--- src/rtl/alu_op_sequencer_if.sv ---
// alu_op_sequencer_if: command and response channels of the ALU sequencer.
// master = command producer / response consumer, slave = the sequencer.
interface alu_op_sequencer_if #(
  parameter int TAG_W = 4
);
  logic             cmd_valid;
  logic             cmd_ready;
  logic [1:0]       cmd_opcode;
  logic [31:0]      cmd_a;
  logic [31:0]      cmd_b;
  logic [TAG_W-1:0] cmd_tag;

  logic             rsp_valid;
  logic             rsp_ready;
  logic [31:0]      rsp_lo;
  logic [31:0]      rsp_hi;
  logic [2:0]       rsp_flags;
  logic [TAG_W-1:0] rsp_tag;

  modport master (
    output cmd_valid, cmd_opcode, cmd_a, cmd_b, cmd_tag, rsp_ready,
    input  cmd_ready, rsp_valid, rsp_lo, rsp_hi, rsp_flags, rsp_tag
  );

  modport slave (
    input  cmd_valid, cmd_opcode, cmd_a, cmd_b, cmd_tag, rsp_ready,
    output cmd_ready, rsp_valid, rsp_lo, rsp_hi, rsp_flags, rsp_tag
  );
endinterface

--- src/rtl/alu_op_sequencer.sv ---
// alu_op_sequencer: issue/collect stage for the registered 32-bit ALU.
// Commands are issued only when a response FIFO slot is reserved for them
// (credits = FIFO occupancy + ops in flight). Results are captured two edges
// after issue and returned in order through a DEPTH-entry FIFO.
// Optional feature: define ALU_SEQ_STATS_EN to add the stat_ops/stat_errs
// saturating counters (counted at FIFO write).
module alu_op_sequencer #(
  parameter int DEPTH = 4,
  parameter int TAG_W = 4
) (
  input  logic              clk,
  input  logic              rst_n,
  alu_op_sequencer_if.slave bus,
  output logic [1:0]        alu_opcode,
  output logic [31:0]       alu_a,
  output logic [31:0]       alu_b,
  input  logic [31:0]       alu_lo,
  input  logic [31:0]       alu_hi,
  input  logic              alu_carry,
  input  logic              alu_borrow,
  input  logic              alu_err
`ifdef ALU_SEQ_STATS_EN
  ,
  output logic [31:0]       stat_ops,
  output logic [15:0]       stat_errs
`endif
);
  localparam int IDX_W   = $clog2(DEPTH);
  localparam int PTR_W   = IDX_W + 1;
  localparam int ENTRY_W = 32 + 32 + 3 + TAG_W;
  localparam logic [PTR_W:0] DEPTH_L = (PTR_W+1)'(DEPTH);

  logic               ready_en;
  logic               s1_v;
  logic               s2_v;
  logic [TAG_W-1:0]   s1_tag;
  logic [TAG_W-1:0]   s2_tag;
  logic [PTR_W-1:0]   wr_ptr;
  logic [PTR_W-1:0]   rd_ptr;
  logic [PTR_W-1:0]   count;
  logic [PTR_W:0]     reserved;
  logic [ENTRY_W-1:0] mem [DEPTH];
  logic [ENTRY_W-1:0] head;
  logic [ENTRY_W-1:0] entry;
  logic               accept;
  logic               push;
  logic               pop;
  logic               empty;

  // Pointers carry one extra wrap bit, so their difference is the occupancy
  // and equality means empty.
  assign count    = wr_ptr - rd_ptr;
  assign empty    = (wr_ptr == rd_ptr);
  assign reserved = {1'b0, count} + {{PTR_W{1'b0}}, s1_v} + {{PTR_W{1'b0}}, s2_v};

  // cmd_ready depends only on registered state; ready_en holds it low during
  // reset and releases it at the first edge afterwards.
  assign bus.cmd_ready = ready_en && (reserved < DEPTH_L);
  assign accept        = bus.cmd_valid && bus.cmd_ready;
  assign push          = s2_v;
  assign pop           = bus.rsp_valid && bus.rsp_ready;

  // ALU result bits are undefined on error, so they are stored as zero.
  assign entry = {alu_err ? 32'h0 : alu_lo, alu_err ? 32'h0 : alu_hi,
                  alu_err, alu_borrow, alu_carry, s2_tag};
  assign head  = mem[rd_ptr[IDX_W-1:0]];

  assign bus.rsp_valid = !empty;
  assign {bus.rsp_lo, bus.rsp_hi, bus.rsp_flags, bus.rsp_tag} = empty ? '0 : head;

  // Enable command acceptance one edge after reset is released.
  always_ff @(posedge clk or negedge rst_n) begin
    if (!rst_n) ready_en <= 1'b0;
    else        ready_en <= 1'b1;
  end

  // Register the accepted command onto the ALU inputs; hold them when idle.
  always_ff @(posedge clk or negedge rst_n) begin
    if (!rst_n) begin
      alu_opcode <= 2'b00;
      alu_a      <= 32'h0;
      alu_b      <= 32'h0;
    end else if (accept) begin
      alu_opcode <= bus.cmd_opcode;
      alu_a      <= bus.cmd_a;
      alu_b      <= bus.cmd_b;
    end
  end

  // Two-stage {valid, tag} shift tracking ops in the ALU (s1) and at capture (s2).
  always_ff @(posedge clk or negedge rst_n) begin
    if (!rst_n) begin
      s1_v   <= 1'b0;
      s2_v   <= 1'b0;
      s1_tag <= '0;
      s2_tag <= '0;
    end else begin
      s1_v   <= accept;
      s1_tag <= bus.cmd_tag;
      s2_v   <= s1_v;
      s2_tag <= s1_tag;
    end
  end

  // FIFO pointers; the credit scheme guarantees a push never overflows.
  always_ff @(posedge clk or negedge rst_n) begin
    if (!rst_n) begin
      wr_ptr <= '0;
      rd_ptr <= '0;
    end else begin
      if (push) wr_ptr <= wr_ptr + 1'b1;
      if (pop)  rd_ptr <= rd_ptr + 1'b1;
    end
  end

  // FIFO storage; contents are masked off while empty so no reset is needed.
  always_ff @(posedge clk) begin
    if (push) mem[wr_ptr[IDX_W-1:0]] <= entry;
  end

`ifdef ALU_SEQ_STATS_EN
  // Saturating counts of responses written and of those flagged as errors.
  always_ff @(posedge clk or negedge rst_n) begin
    if (!rst_n) begin
      stat_ops  <= '0;
      stat_errs <= '0;
    end else if (push) begin
      if (stat_ops != '1)             stat_ops  <= stat_ops + 1'b1;
      if (alu_err && stat_errs != '1) stat_errs <= stat_errs + 1'b1;
    end
  end
`endif
endmodule

--- src/flat_wrapper.sv ---
// flat-port wrapper written by rule: the top's interface ports become plain ports
module alu_op_sequencer_flat 
#(
  parameter int DEPTH = 4,
  parameter int TAG_W = 4
)
  (clk, rst_n, alu_opcode, alu_a, alu_b, alu_lo, alu_hi, alu_carry, alu_borrow, alu_err, bus_cmd_valid, bus_cmd_opcode, bus_cmd_a, bus_cmd_b, bus_cmd_tag, bus_rsp_ready, bus_cmd_ready, bus_rsp_valid, bus_rsp_lo, bus_rsp_hi, bus_rsp_flags, bus_rsp_tag);
  alu_op_sequencer_if #(.TAG_W(TAG_W)) bus_i ();
  input  logic clk;
  input  logic rst_n;
  output logic [1:0] alu_opcode;
  output logic [31:0] alu_a;
  output logic [31:0] alu_b;
  input  logic [31:0] alu_lo;
  input  logic [31:0] alu_hi;
  input  logic alu_carry;
  input  logic alu_borrow;
  input  logic alu_err;
  input wire logic [$bits(bus_i.cmd_valid)-1:0] bus_cmd_valid;
  input wire logic [$bits(bus_i.cmd_opcode)-1:0] bus_cmd_opcode;
  input wire logic [$bits(bus_i.cmd_a)-1:0] bus_cmd_a;
  input wire logic [$bits(bus_i.cmd_b)-1:0] bus_cmd_b;
  input wire logic [$bits(bus_i.cmd_tag)-1:0] bus_cmd_tag;
  input wire logic [$bits(bus_i.rsp_ready)-1:0] bus_rsp_ready;
  output wire logic [$bits(bus_i.cmd_ready)-1:0] bus_cmd_ready;
  output wire logic [$bits(bus_i.rsp_valid)-1:0] bus_rsp_valid;
  output wire logic [$bits(bus_i.rsp_lo)-1:0] bus_rsp_lo;
  output wire logic [$bits(bus_i.rsp_hi)-1:0] bus_rsp_hi;
  output wire logic [$bits(bus_i.rsp_flags)-1:0] bus_rsp_flags;
  output wire logic [$bits(bus_i.rsp_tag)-1:0] bus_rsp_tag;
  assign bus_i.cmd_valid = bus_cmd_valid;
  assign bus_i.cmd_opcode = bus_cmd_opcode;
  assign bus_i.cmd_a = bus_cmd_a;
  assign bus_i.cmd_b = bus_cmd_b;
  assign bus_i.cmd_tag = bus_cmd_tag;
  assign bus_i.rsp_ready = bus_rsp_ready;
  assign bus_cmd_ready = bus_i.cmd_ready;
  assign bus_rsp_valid = bus_i.rsp_valid;
  assign bus_rsp_lo = bus_i.rsp_lo;
  assign bus_rsp_hi = bus_i.rsp_hi;
  assign bus_rsp_flags = bus_i.rsp_flags;
  assign bus_rsp_tag = bus_i.rsp_tag;
  alu_op_sequencer #(.DEPTH(DEPTH), .TAG_W(TAG_W)) u_core (.clk(clk), .rst_n(rst_n), .bus(bus_i), .alu_opcode(alu_opcode), .alu_a(alu_a), .alu_b(alu_b), .alu_lo(alu_lo), .alu_hi(alu_hi), .alu_carry(alu_carry), .alu_borrow(alu_borrow), .alu_err(alu_err));
endmodule
--- config.mk ---
export PLATFORM = sky130hd
export DESIGN_NAME = alu_op_sequencer_flat
export DESIGN_NICKNAME = d
export VERILOG_FILES = /design/src/rtl/alu_op_sequencer_if.sv /design/src/rtl/alu_op_sequencer.sv /design/src/flat_wrapper.sv
export SDC_FILE = /design/constraint.sdc
export NUM_CORES = 1
export LEC_CHECK = 0
export CAP_MARGIN = 20
export CORE_ASPECT_RATIO = 2
export CORE_UTILIZATION = 55
export CTS_CLUSTER_DIAMETER = 100
export CTS_CLUSTER_SIZE = 12
export DETAILED_ROUTE_END_ITERATION = 10
export GPL_TIMING_DRIVEN = 1
export PLACE_DENSITY = 0.85
export SLEW_MARGIN = 10
export SYNTH_ARGS = -nofsm -noshare
export SYNTH_HDL_FRONTEND = slang
export SYNTH_SLANG_ARGS = --single-unit
--- constraint.sdc ---
create_clock -name clk -period 7.2 [get_ports clk]
set_input_delay 1.08 -clock clk [delete_from_list [all_inputs] [get_ports clk]]
set_output_delay 1.08 -clock clk [all_outputs]
set_load 0.03 [all_outputs]
# After elaboration in Yosys (flattened, before gate mapping)
# Memories as Yosys holds them, arrays and structs flattened.
# Cells that the tools add are included.
op_classes:
  n_addsub: 5
  magnitude_cmp: 1
  n_eq_ne: 1
  n_mux: 5
  reduce_logical: 4
ops:
  columns: ["operator", "n"]
  rows:
  - ["$mux 71", 1]
  - ["$mux 32", 2]
  - ["$add 3x1->3 const B", 2]
  - ["$add 3x1->4", 1]
  - ["$add 4x1->4", 1]
  - ["$lt 4x3->1 const B", 1]
  - ["$eq 3x3->1", 1]
  - ["$logic_and 1x1->1", 3]
  - ["$sub 3x3->3", 1]
  - ["$mux 1", 2]
  - ["$logic_not 1->1", 1]
word_totals:
  regBits: 83
  mem_bits_rw: 284
  input_bits: 141
  memories: 1
mem_list:
  columns: ["name", "words", "word_bits", "rd", "rd_ports_with_merged_regs", "write_ports", "line_no", "source"]
  rows:
  - ["u_core.mem", 4, 71, 1, 0, 1, "alu_op_sequencer.sv:42", "logic [ENTRY_W-1:0] mem [DEPTH];"]

# Longest topological paths before layout
# Gate-level depths: netlist of run 1.
depth:
  ltp_word: 6
  ltp_mapped: 9
  mapped_depth_nobuf: 7

# Worst setup path after synthesis of run 1
# No wires, ideal clock.
synth_path:
  path_kind: "reg-to-output"
  start: "register u_core.rd_ptr[1]"
  end: "output bus_rsp_flags[0]"
  arrival_time_ps: 2226
  setup_slack_ps: 3894
  path_stages_with_launch: 9
  path_cell_list: "dfrtp_1 clkbuf_1 clkbuf_1 inv_1 ha_1 nand2_1 nor2_1 clkbuf_1 nor2b_1"
synth_via:
  elab_chain_cells: 2
  word_cells_on_any_way: 3
  cone_classes: "eq/ne (1); mux (1); memory (1)"
synth_rtl:
  columns: ["item", "line_no", "source"]
  rows:
  - ["from (decl)", "alu_op_sequencer.sv:39", "logic [PTR_W-1:0] rd_ptr;"]
  - ["from (signal assigned)", "alu_op_sequencer.sv:112", "if (pop) rd_ptr <= rd_ptr + 1'b1;"]
  - ["$mem_v2 4x71 / $eq 3x3->1 (equally long branches)", null, null]
  - ["$mux 71 *", "alu_op_sequencer.sv:69", "assign {bus.rsp_lo, bus.rsp_hi, bus.rsp_flags, bus.rsp_tag} = empty ? '0 : head;"]
  - ["to (decl)", "flat_wrapper.sv:29", "output wire logic [$bits(bus_i.rsp_flags)-1:0] bus_rsp_flags;"]
# Every way passes the cells marked *; elsewhere a longest branch is shown, timed or not.

# Worst setup path after layout of run 1
layout_path:
  start: "register u_core.rd_ptr[1]"
  end: "output bus_rsp_lo[17]"
layout_via:
  elab_chain_cells: 2
  word_cells_on_any_way: 3
  cone_classes: "eq/ne (1); mux (1); memory (1)"
layout_rtl:
  columns: ["item", "line_no", "source"]
  rows:
  - ["$mem_v2 4x71 / $eq 3x3->1 (equally long branches)", null, null]
  - ["$mux 71 *", "alu_op_sequencer.sv:69", null]
  - ["to (decl)", "flat_wrapper.sv:27", "output wire logic [$bits(bus_i.rsp_lo)-1:0] bus_rsp_lo;"]
# Marks and branches as above.

==> flow_summary.yaml, run 1 <==
run_status:
  status: "complete, no violations"
pwr:
  combPwrFrac_pct: 46.4
  leakage_nw: 6.57
  swShare_pct: 36.4
  powerDensity_nw_per_um2: 476
  peakVddDrop_mv: 0.350
  switching_power_mw: 3.21
  intPower_mw: 5.60
  finalPower_mw: 8.80
  p_seq_share_pct: 34.9
  clkPwrFrac_pct: 18.8
grt:
  overflow: 0
  grt_pass1_wl_mm: 44.2
  grt_max_degree: 76
  grt_pass1_vias: 8136
  grt_usage_pct: 22.4
  grt_antenna_before_repair: 1
clock_network:
  root_buffer: "clkbuf_16"
  cts_sinks: 367
  path_clk_slew_ns: 0.06
  cts_tree: "yes"
  cts_setup_buffers: 0
  postCtsHoldBufs: 0
  clockBufferDepth: 3
  htreeDepth: 2
  cts_resized: 0
  cts_buffers: 36
  worstSkewPairLatency_ns: 0.52
layout:
  final_util_pct: 71.9
  layout_common_cells: "edfxtp_1 (284), clkdlybuf4s50_1 (277), nor2b_1 (135), dfrtp_1 (81), mux4_2 (71)"
  layout.nets: 1151
  num_antenna_cells: 0
  final_cell_count_no_fill: 1352
  design_area_um2: 18500
  fill_cells: 1639
  area_growth_pct: 28.1
  drive_gt1_share_pct: 19.3
  final_common_cell: "edfxtp_1"
critical_path:
  setup.worst_path.class: "reg -> out"
  cp-end-kind: "output pin"
  worstPathArrival_ns: 4.07
  path_max_fanout: 75
  cp_data_required_time_ns: 6.12
  critical_path.startpoint_type: "register"
routing:
  drcViolationCount: 0
  drtIter0Drc: 516
  via_per_inst: 5.43
  drtPass1Iterations: 4
  post_drt_wl_per_cell_um: 21.5
  vias: 7337
  wl_mm: 29.1
  ant_nets: 0
timing:
  slew_headroom_pct: 24.7
  tightest_slew_ns: 1.13
  setup_ws_ns: 2.05
  finalSetupViolations: 0
  final-hold-violation-count: 0
  maxSlewViolCount: 0
  rsz0062_at_grt: "false"
  fmax_ghz: 0.194
  tns_ns: 0
  fin_crit_ns: 5.15
  holdWs_ns: 0.344
  period_share_pct: 71.5
  fin_skew_ns: 0.0117
placed_design:
  post-place-ws_ns: 2.53
  dpl_cell_area_um2: 17500
  portBuffers: 279
  dpl.hpwl_mm: 18.0
  dp_cells: 1302
  globalplace.congestion: 0.780
die:
  ioPinCount: 280
  rows: 83
  fp.dieH_um: 231
  floorplan.die.width_um: 117
  start_util_pct: 56.1
  dieArea_um2: 27000
  coreArea_um2: 25800
synthesis:
  synth_area_leaders: "edfxtp_1 (59%), dfrtp_1 (14%), mux4_2 (11%)"
  yosysSeqAreaShare_pct: 73.4
  synth_area_per_cell_um2: 20.2
  ys_ff_latch: 367
  syn_nets: 865
  synth_top_area_share_pct: 59.0
  ys_types: 25
  postSynthCellCount: 715
  yosys.area.top_type: "edfxtp_1"
  yosys_warnings: 0
  synthesis.area_um2: 14400
min_path:
  hold_class: "reg -> reg"
flow_run:
  drv_cap: 0
==> layout make-up <==
| type | instances | area [µm²] | share of cell area, % |
|---|---|---|---|
| clock buffer | 46 | 960 | 5.18 |
| clock inverter | 3 | 25.0 | 0.135 |
| inverter | 6 | 22.5 | 0.122 |
| multi-input combinational | 305 | 3610 | 19.5 |
| sequential | 367 | 10600 | 57.3 |
| tap | 340 | 425 | 2.30 |
| timing repair buffer | 285 | 2850 | 15.4 |
==> state kept, by name, summed over array words and instances (netlist names) <==
| name | cells |
|---|---|
| u_core.rd_ptr | 3 |
| u_core.push | 1 |
| u_core.s2_tag | 4 |
| u_core.s1_tag | 4 |
| u_core.alu_opcode | 2 |
| u_core.wr_ptr | 3 |
| u_core.alu_b | 32 |
| u_core.mem | 284 |
| u_core.ready_en | 1 |
| u_core.s1_v | 1 |
| u_core.alu_a | 32 |
==> kinds of logic after synthesis <==
| family | Yosys count | share of synthesized area, % |
|---|---|---|
| DFF | 367 | 73.4 |
| and+or+nand+nor | 146 | 6.22 |
| muxes | 138 | 17.0 |
| buffers and inverters | 43 | 1.71 |
| adders and majority gates | 9 | 0.831 |
| xor gates and xnor gates | 6 | 0.468 |
| AOI/OAI and AO/OA | 5 | 0.303 |
| other | 1 | 0.0260 |
==> path summary, 6_finish.rpt <==
kind	from	to	slack, ns	depth (start not counted)
max reg2reg	u_core.rd_ptr[1]	u_core.alu_b[11]	3.85	4
min	u_core.s1_tag[1]	u_core.s2_tag[1]	0.34	0
max	u_core.rd_ptr[1]	bus_rsp_lo[17]	2.05	7
min in group asynchronous	rst_n	u_core.alu_b[25]	0.49	1
max in group asynchronous	rst_n	u_core.rd_ptr[1]	5.64	2
min reg2reg	u_core.s1_tag[1]	u_core.s2_tag[1]	0.34	0
==> power by group through the flow <==
stage / clock (mW) / sequential [mW] / combinational, mW
6_report: 1.65 / 3.07 / 4.08
5_1_grt: 1.75 / 3.12 / 4.32
4_1_cts: 1.68 / 3.08 / 4.13
3_5_place_dp: 0 / 3.11 / 4.12
3_3_place_gp: 0 / 3.09 / 4.06
2_1_floorplan: 0 / 3.31 / 2.36
==> cell usage after synthesis (all sizes together) <==
cell and count:
a21oi 1, and2 5, buf 17, clkbuf 20, conb 1, dfrtp 83
edfxtp 284, fa 1, ha 8, inv 6, mux2 67, mux4 71
nand2 3, nor2 3, nor2b 135, o211ai 2, o21ai 2, xnor2 2
xnor3 1, xor2 3
==> routing by layer <==
layer,vias up,share of wire (%),global-route usage [%]
li1,3280,-,-
met1,3694,36,25.9
met2,300,55,40.1
met3,61,6.0,4.55
met4,2,3.5,9.14
met5,-,0.041,0
==> worst max-delay path: stages, from the launching register on <==
cell and delay (ns):
dfrtp_4 1.17, inv_1 0.10, ha_1 0.32, nand2_1 0.11, nor2_4 0.54, buf_4 0.54, nor2b_1 0.12, clkdlybuf4s50_1 0.61
No activity file was read; power rests on OpenSTA's default activity.
==> run 2, diff against run 1 <==
--- a/config.mk
+++ b/config.mk
@@ -7,12 +7,12 @@
 export LEC_CHECK = 0
 export CAP_MARGIN = 20
 export CORE_ASPECT_RATIO = 2
-export CORE_UTILIZATION = 55
+export CORE_UTILIZATION = 52
 export CTS_CLUSTER_DIAMETER = 100
 export CTS_CLUSTER_SIZE = 12
 export DETAILED_ROUTE_END_ITERATION = 10
 export GPL_TIMING_DRIVEN = 1
-export PLACE_DENSITY = 0.85
+export PLACE_DENSITY = 0.81
 export SLEW_MARGIN = 10
 export SYNTH_ARGS = -nofsm -noshare
 export SYNTH_HDL_FRONTEND = slang
==> constraint.sdc (replaced) <==
create_clock -name clk -period 5.25 [get_ports clk]
set_input_delay 0.7875 -clock clk [delete_from_list [all_inputs] [get_ports clk]]
set_output_delay 0.7875 -clock clk [all_outputs]
set_load 0.03 [all_outputs]
==> run 2 against run 1 <==
- sequential share of layout area shrank 0.33 points
- largest cell class unchanged
- sequential cell count did not move
- count of clock-buffer cells in the layout is 8 higher
- utilization is 4.0 points lower
- first-iteration DRC count is 28% lower
- design area grew 0.57%
- via count increased by 0.20%
- sequential power grew 35%
- critical path type unchanged
==> flow_summary.yaml, run 2 (synthesized netlist as in run 1, its figures left out) <==
critical_path:
  cp_slowest_cell: "dfrtp_4"
  cp_data_required_time_ns: 4.46
  worstPathArrival_ns: 3.14
  cp_slowest_stage_delay_ns: 0.73
  setup.worst_path.class: "reg -> out"
  path_max_fanout: 43
  worstPathCellList: "buf_4 -> mux4_2 -> nor2b_1 -> clkdlybuf4s50_1"
  critical_path.startpoint_type: "register"
  cp-end-kind: "output pin"
placed_design:
  dpl.hpwl_mm: 18.3
  post-place-ws_ns: 1.77
  dpl_cell_area_um2: 17600
  portBuffers: 279
  globalplace.congestion: 0.816
  dp_cells: 1319
die:
  fp.dieH_um: 238
  dieArea_um2: 28500
  start_util_pct: 52.7
  rows: 86
  floorplan.die.width_um: 120
  coreArea_um2: 27400
  ioPinCount: 280
routing:
  post_drt_wl_per_cell_um: 21.3
  via_per_inst: 5.34
  wl_mm: 29.3
  ant_nets: 0
  vias: 7352
  drtIter0Drc: 371
  drcViolationCount: 0
  drtPass1Iterations: 4
timing:
  tightest_slew_ns: 0.991
  fin_skew_ns: 0.0174
  fin_crit_ns: 3.93
  maxSlewViolCount: 0
  final-hold-violation-count: 0
  period_share_pct: 74.8
  slew_headroom_pct: 33.9
  setup_ws_ns: 1.32
  holdWs_ns: 0.248
  fmax_ghz: 0.254
  finalSetupViolations: 0
  tns_ns: 0
  rsz0062_at_grt: "false"
clock_network:
  htreeDepth: 2
  path_clk_slew_ns: 0.06
  postCtsHoldBufs: 0
  cts_sinks: 367
  cts_tree: "yes"
  root_buffer: "clkbuf_16"
  clockBufferDepth: 3
  worstSkewPairLatency_ns: 0.52
  cts_buffers: 36
  cts_setup_buffers: 0
  cts_resized: 0
layout:
  design_area_um2: 18600
  layout.nets: 1155
  drive_gt1_share_pct: 19.3
  largest_reg_flops: 284
  area_growth_pct: 28.8
  final_util_pct: 67.8
  final_cell_count_no_fill: 1376
  final_common_cell: "edfxtp_1"
  layout_common_cells: "edfxtp_1 (284), clkdlybuf4s50_1 (277), nor2b_1 (135), dfrtp_1 (81), mux4_2 (71)"
  num_antenna_cells: 0
grt:
  grt_pass1_wl_mm: 44.9
  overflow: 0
  grt_pass1_vias: 8253
  grt_antenna_before_repair: 0
  grt_usage_pct: 21.3
  grt_max_degree: 73
pwr:
  peakVddDrop_mv: 0.529
  intPower_mw: 7.70
  p_seq_share_pct: 34.1
  finalPower_mw: 12.1
  clkPwrFrac_pct: 18.6
  swShare_pct: 36.4
  leakage_nw: 6.61
  switching_power_mw: 4.41
  powerDensity_nw_per_um2: 651
  combPwrFrac_pct: 47.3
min_path:
  hold_class: "in -> async"
run_status:
  status: "complete, no violations"
flow_run:
  drv_cap: 0
## run 2: cell types whose count changed in the layout (fill, tap and decap cells not counted)
cell | previous run | this run
buf_16 | 1 | 2
inv_6 | 2 | 1
clkinv_8 | 0 | 1
clkbuf_16 | 37 | 36
clkbuf_1 | 9 | 18
buf_4 | 6 | 7
buf_12 | 0 | 2
## run 2: path summary, 6_finish.rpt
| path | endpoint | cells past startpoint | slack [ns] | start |
|---|---|---|---|---|
| max | bus_rsp_lo[17] | 4 | 1.32 | u_core.rd_ptr[1] |
| min | u_core.alu_a[25] | 1 | 0.25 | rst_n |
| max reg2reg | u_core.alu_b[1] | 6 | 2.10 | u_core.rd_ptr[0] |
| min reg2reg | u_core.s2_tag[2] | 0 | 0.35 | u_core.s1_tag[2] |
| max in group asynchronous | u_core.rd_ptr[0] | 2 | 4.01 | rst_n |
| min in group clk | u_core.s2_tag[2] | 0 | 0.35 | u_core.s1_tag[2] |
## run 2: routing by layer
layer / vias to the layer above / global-route usage [%] / share of wire (%)
met5: - / 0 / 0
met4: 0 / 6.67 / 2.0
met3: 34 / 4.32 / 6.0
met2: 290 / 41.1 / 57
met1: 3740 / 22.5 / 35
li1: 3288 / - / -
## run 2: layout make-up
type / instances / area, µm²
inverters: 6 / 22.5
flip-flops and latches: 367 / 10600
well taps: 352 / 440
repair buffers: 289 / 2930
multi-input cells: 305 / 3610
clock buffers: 54 / 968
fillers: 1837 / 8820
clock inverters: 3 / 32.5
## run 2: power groups by stage
| stage | Sequential, mW | Clock, mW | Combinational, mW |
|---|---|---|---|
| 3_5_place_dp | 4.18 | 0 | 5.79 |
| 4_1_cts | 4.14 | 2.31 | 5.81 |
| 5_1_grt | 4.19 | 2.41 | 6.03 |
| 6_report | 4.13 | 2.26 | 5.73 |
| 3_3_place_gp | 4.16 | 0 | 5.73 |
| 2_1_floorplan | 4.54 | 0 | 3.24 |
## run 2: worst max-delay path, delay by kind of cell, from the launching register on
kind          cells  cell delay (ns)
simple gates      1             0.20
flops             1             0.73
buf+inv           2             1.34
mux               1             0.32
==> run 3, diff against run 2 <==
==> constraint.sdc (replaced) <==
create_clock -name clk -period 4 [get_ports clk]
set_input_delay 0.6 -clock clk [delete_from_list [all_inputs] [get_ports clk]]
set_output_delay 0.6 -clock clk [all_outputs]
set_load 0.03 [all_outputs]
==> run 3 against run 2 <==
- via count grew 0.38%
- hold slack lost 0.097 ns
- die area unchanged
- first-iteration DRC count rose by 10%
- worst setup slack got worse by 0.83 ns
- sequential share of layout area decreased by 0.21 points
- combinational power rose by 34%
- sequential power increased by 29%
- critical path depth is 3 higher
- count of clock-buffer cells in the layout decreased by 7
- critical path type unchanged
- critical endpoint is now bus_rsp_lo[30]
- highest routed layer unchanged
==> flow_summary.yaml, run 3 (synthesized netlist as in run 1, its figures left out) <==
layout:
  fill_cells: 1784
  drive_gt1_share_pct: 19.7
  final_common_cell: "edfxtp_1"
  largest_reg_flops: 284
  multi_input_area_um2: 3610
  final_cell_count_no_fill: 1371
  seqCellArea_um2: 10600
  layout.nets: 1157
  area_growth_pct: 29.3
  layout_common_cells: "edfxtp_1 (284), clkdlybuf4s50_1 (277), nor2b_1 (135), dfrtp_1 (81), mux4_2 (71)"
clock_network:
  htreeDepth: 2
  cts_sinks: 367
  root_buffer: "clkbuf_16"
  path_clk_slew_ns: 0.06
  cts_tree: "yes"
  clockBufferDepth: 3
  cts_resized: 0
  cts_setup_buffers: 0
  worstSkewPairLatency_ns: 0.51
  postCtsHoldBufs: 0
  cts_buffers: 36
routing:
  drtIter0Drc: 409
  via_per_inst: 5.38
  wl_mm: 29.7
  vias: 7380
  ant_nets: 0
  post_drt_wl_per_cell_um: 21.7
  drtPass1Iterations: 4
  drcViolationCount: 0
critical_path:
  cp-end-kind: "output pin"
  path_max_fanout: 72
  worstPathArrival_ns: 2.90
  cp_data_required_time_ns: 3.40
  crit_start: "u_core.rd_ptr[1]"
  setup.worst_path.class: "reg -> out"
  r2r_start: "u_core.rd_ptr[1]"
  critical_path.startpoint_type: "register"
pwr:
  finalPower_mw: 16.0
  peakVddDrop_mv: 0.584
  powerDensity_nw_per_um2: 854
  leakage_nw: 6.64
timing:
  finalSetupViolations: 0
  maxSlewViolCount: 0
  fin_skew_ns: 0.0147
  holdWs_ns: 0.151
  fin_crit_ns: 3.50
  tightest_slew_ns: 0.759
  period_share_pct: 87.6
  slew_headroom_pct: 49.4
  tns_ns: 0
  fmax_ghz: 0.285
  rsz0062_at_grt: "false"
  final-hold-violation-count: 0
die:
  floorplan.die.width_um: 120
  dieArea_um2: 28500
  ioPinCount: 280
  start_util_pct: 52.7
  fp.dieH_um: 238
  coreArea_um2: 27400
  rows: 86
flow_run:
  drv_cap: 0
min_path:
  hold_class: "in -> async"
grt:
  grt_usage_pct: 21.6
  grt_max_degree: 74
  overflow: 0
  grt_antenna_before_repair: 1
  grt_pass1_wl_mm: 45.6
  grt_pass1_vias: 8273
placed_design:
  dp_cells: 1320
  dpl.hpwl_mm: 18.9
  globalplace.congestion: 0.827
  portBuffers: 279
run_status:
  status: "complete, no violations"
## run 3: changes by cell type in the layout (fill, tap and decap cells not counted)
cell | before | now
clkbuf_16 | 36 | 38
clkbuf_1 | 18 | 9
buf_4 | 7 | 6
diode_2 | 0 | 1
buf_16 | 2 | 3
buf_12 | 2 | 4
inv_6 | 1 | 0
## run 3: area by class of cell
| type | instances | share of cell area (%) |
|---|---|---|
| flip-flops and latches | 367 | 56.8 |
| multi-input cells | 305 | 19.3 |
| repair buffers | 291 | 16.0 |
| clock buffers | 47 | 5.27 |
| well taps | 352 | 2.36 |
| clock inverters | 2 | 0.127 |
| inverters | 6 | 0.121 |
| diodes | 1 | 0.0134 |
## run 3: stage by stage
stage	setup slack [ns]	utilization (%)	instance area, µm²
3_3_place_gp	0.994	64.0	17600
4_1_cts	0.441	68.0	18700
2_1_floorplan	1.17	-	14400
5_1_grt	0.346	68.1	18700
6_report	0.495	68.1	18700
3_5_place_dp	0.980	64.3	17700
## run 3: final timing paths
| path | to | cells past startpoint | slack (ns) |
|---|---|---|---|
| max reg2reg | u_core.alu_b[11] | 5 | 1.56 |
| max | bus_rsp_lo[30] | 7 | 0.50 |
| min reg2reg | u_core.s2_tag[2] | 0 | 0.35 |
| min | u_core.alu_b[15] | 1 | 0.15 |
| max in group asynchronous | u_core.alu_b[18] | 2 | 3.00 |
| min in group clk | u_core.s2_tag[2] | 0 | 0.35 |
## run 3: power breakdown
part	total, mW	internal, mW	switching [mW]
sequential	5.31	4.93	0.379
clock	3.00	1.71	1.29
combinational	7.65	3.53	4.11
total	16.0	10.2	5.78
## run 3: critical path, stage by stage, from the launching register on
cell and delay [ns]:
dfrtp_4 0.66, inv_1 0.09, ha_1 0.30, nand2_1 0.15, nor2_4 0.05, buf_12 0.23
nor2b_1 0.21, clkdlybuf4s50_1 0.70
## run 3: metal layers
metal / global-route usage, % / vias to the layer above / share of wire (%)
li1: - / 3296 / -
met1: 23.6 / 3774 / 35
met2: 40.6 / 264 / 56
met3: 4.51 / 46 / 5.8
met4: 7.54 / 0 / 2.7
met5: 0 / - / 0
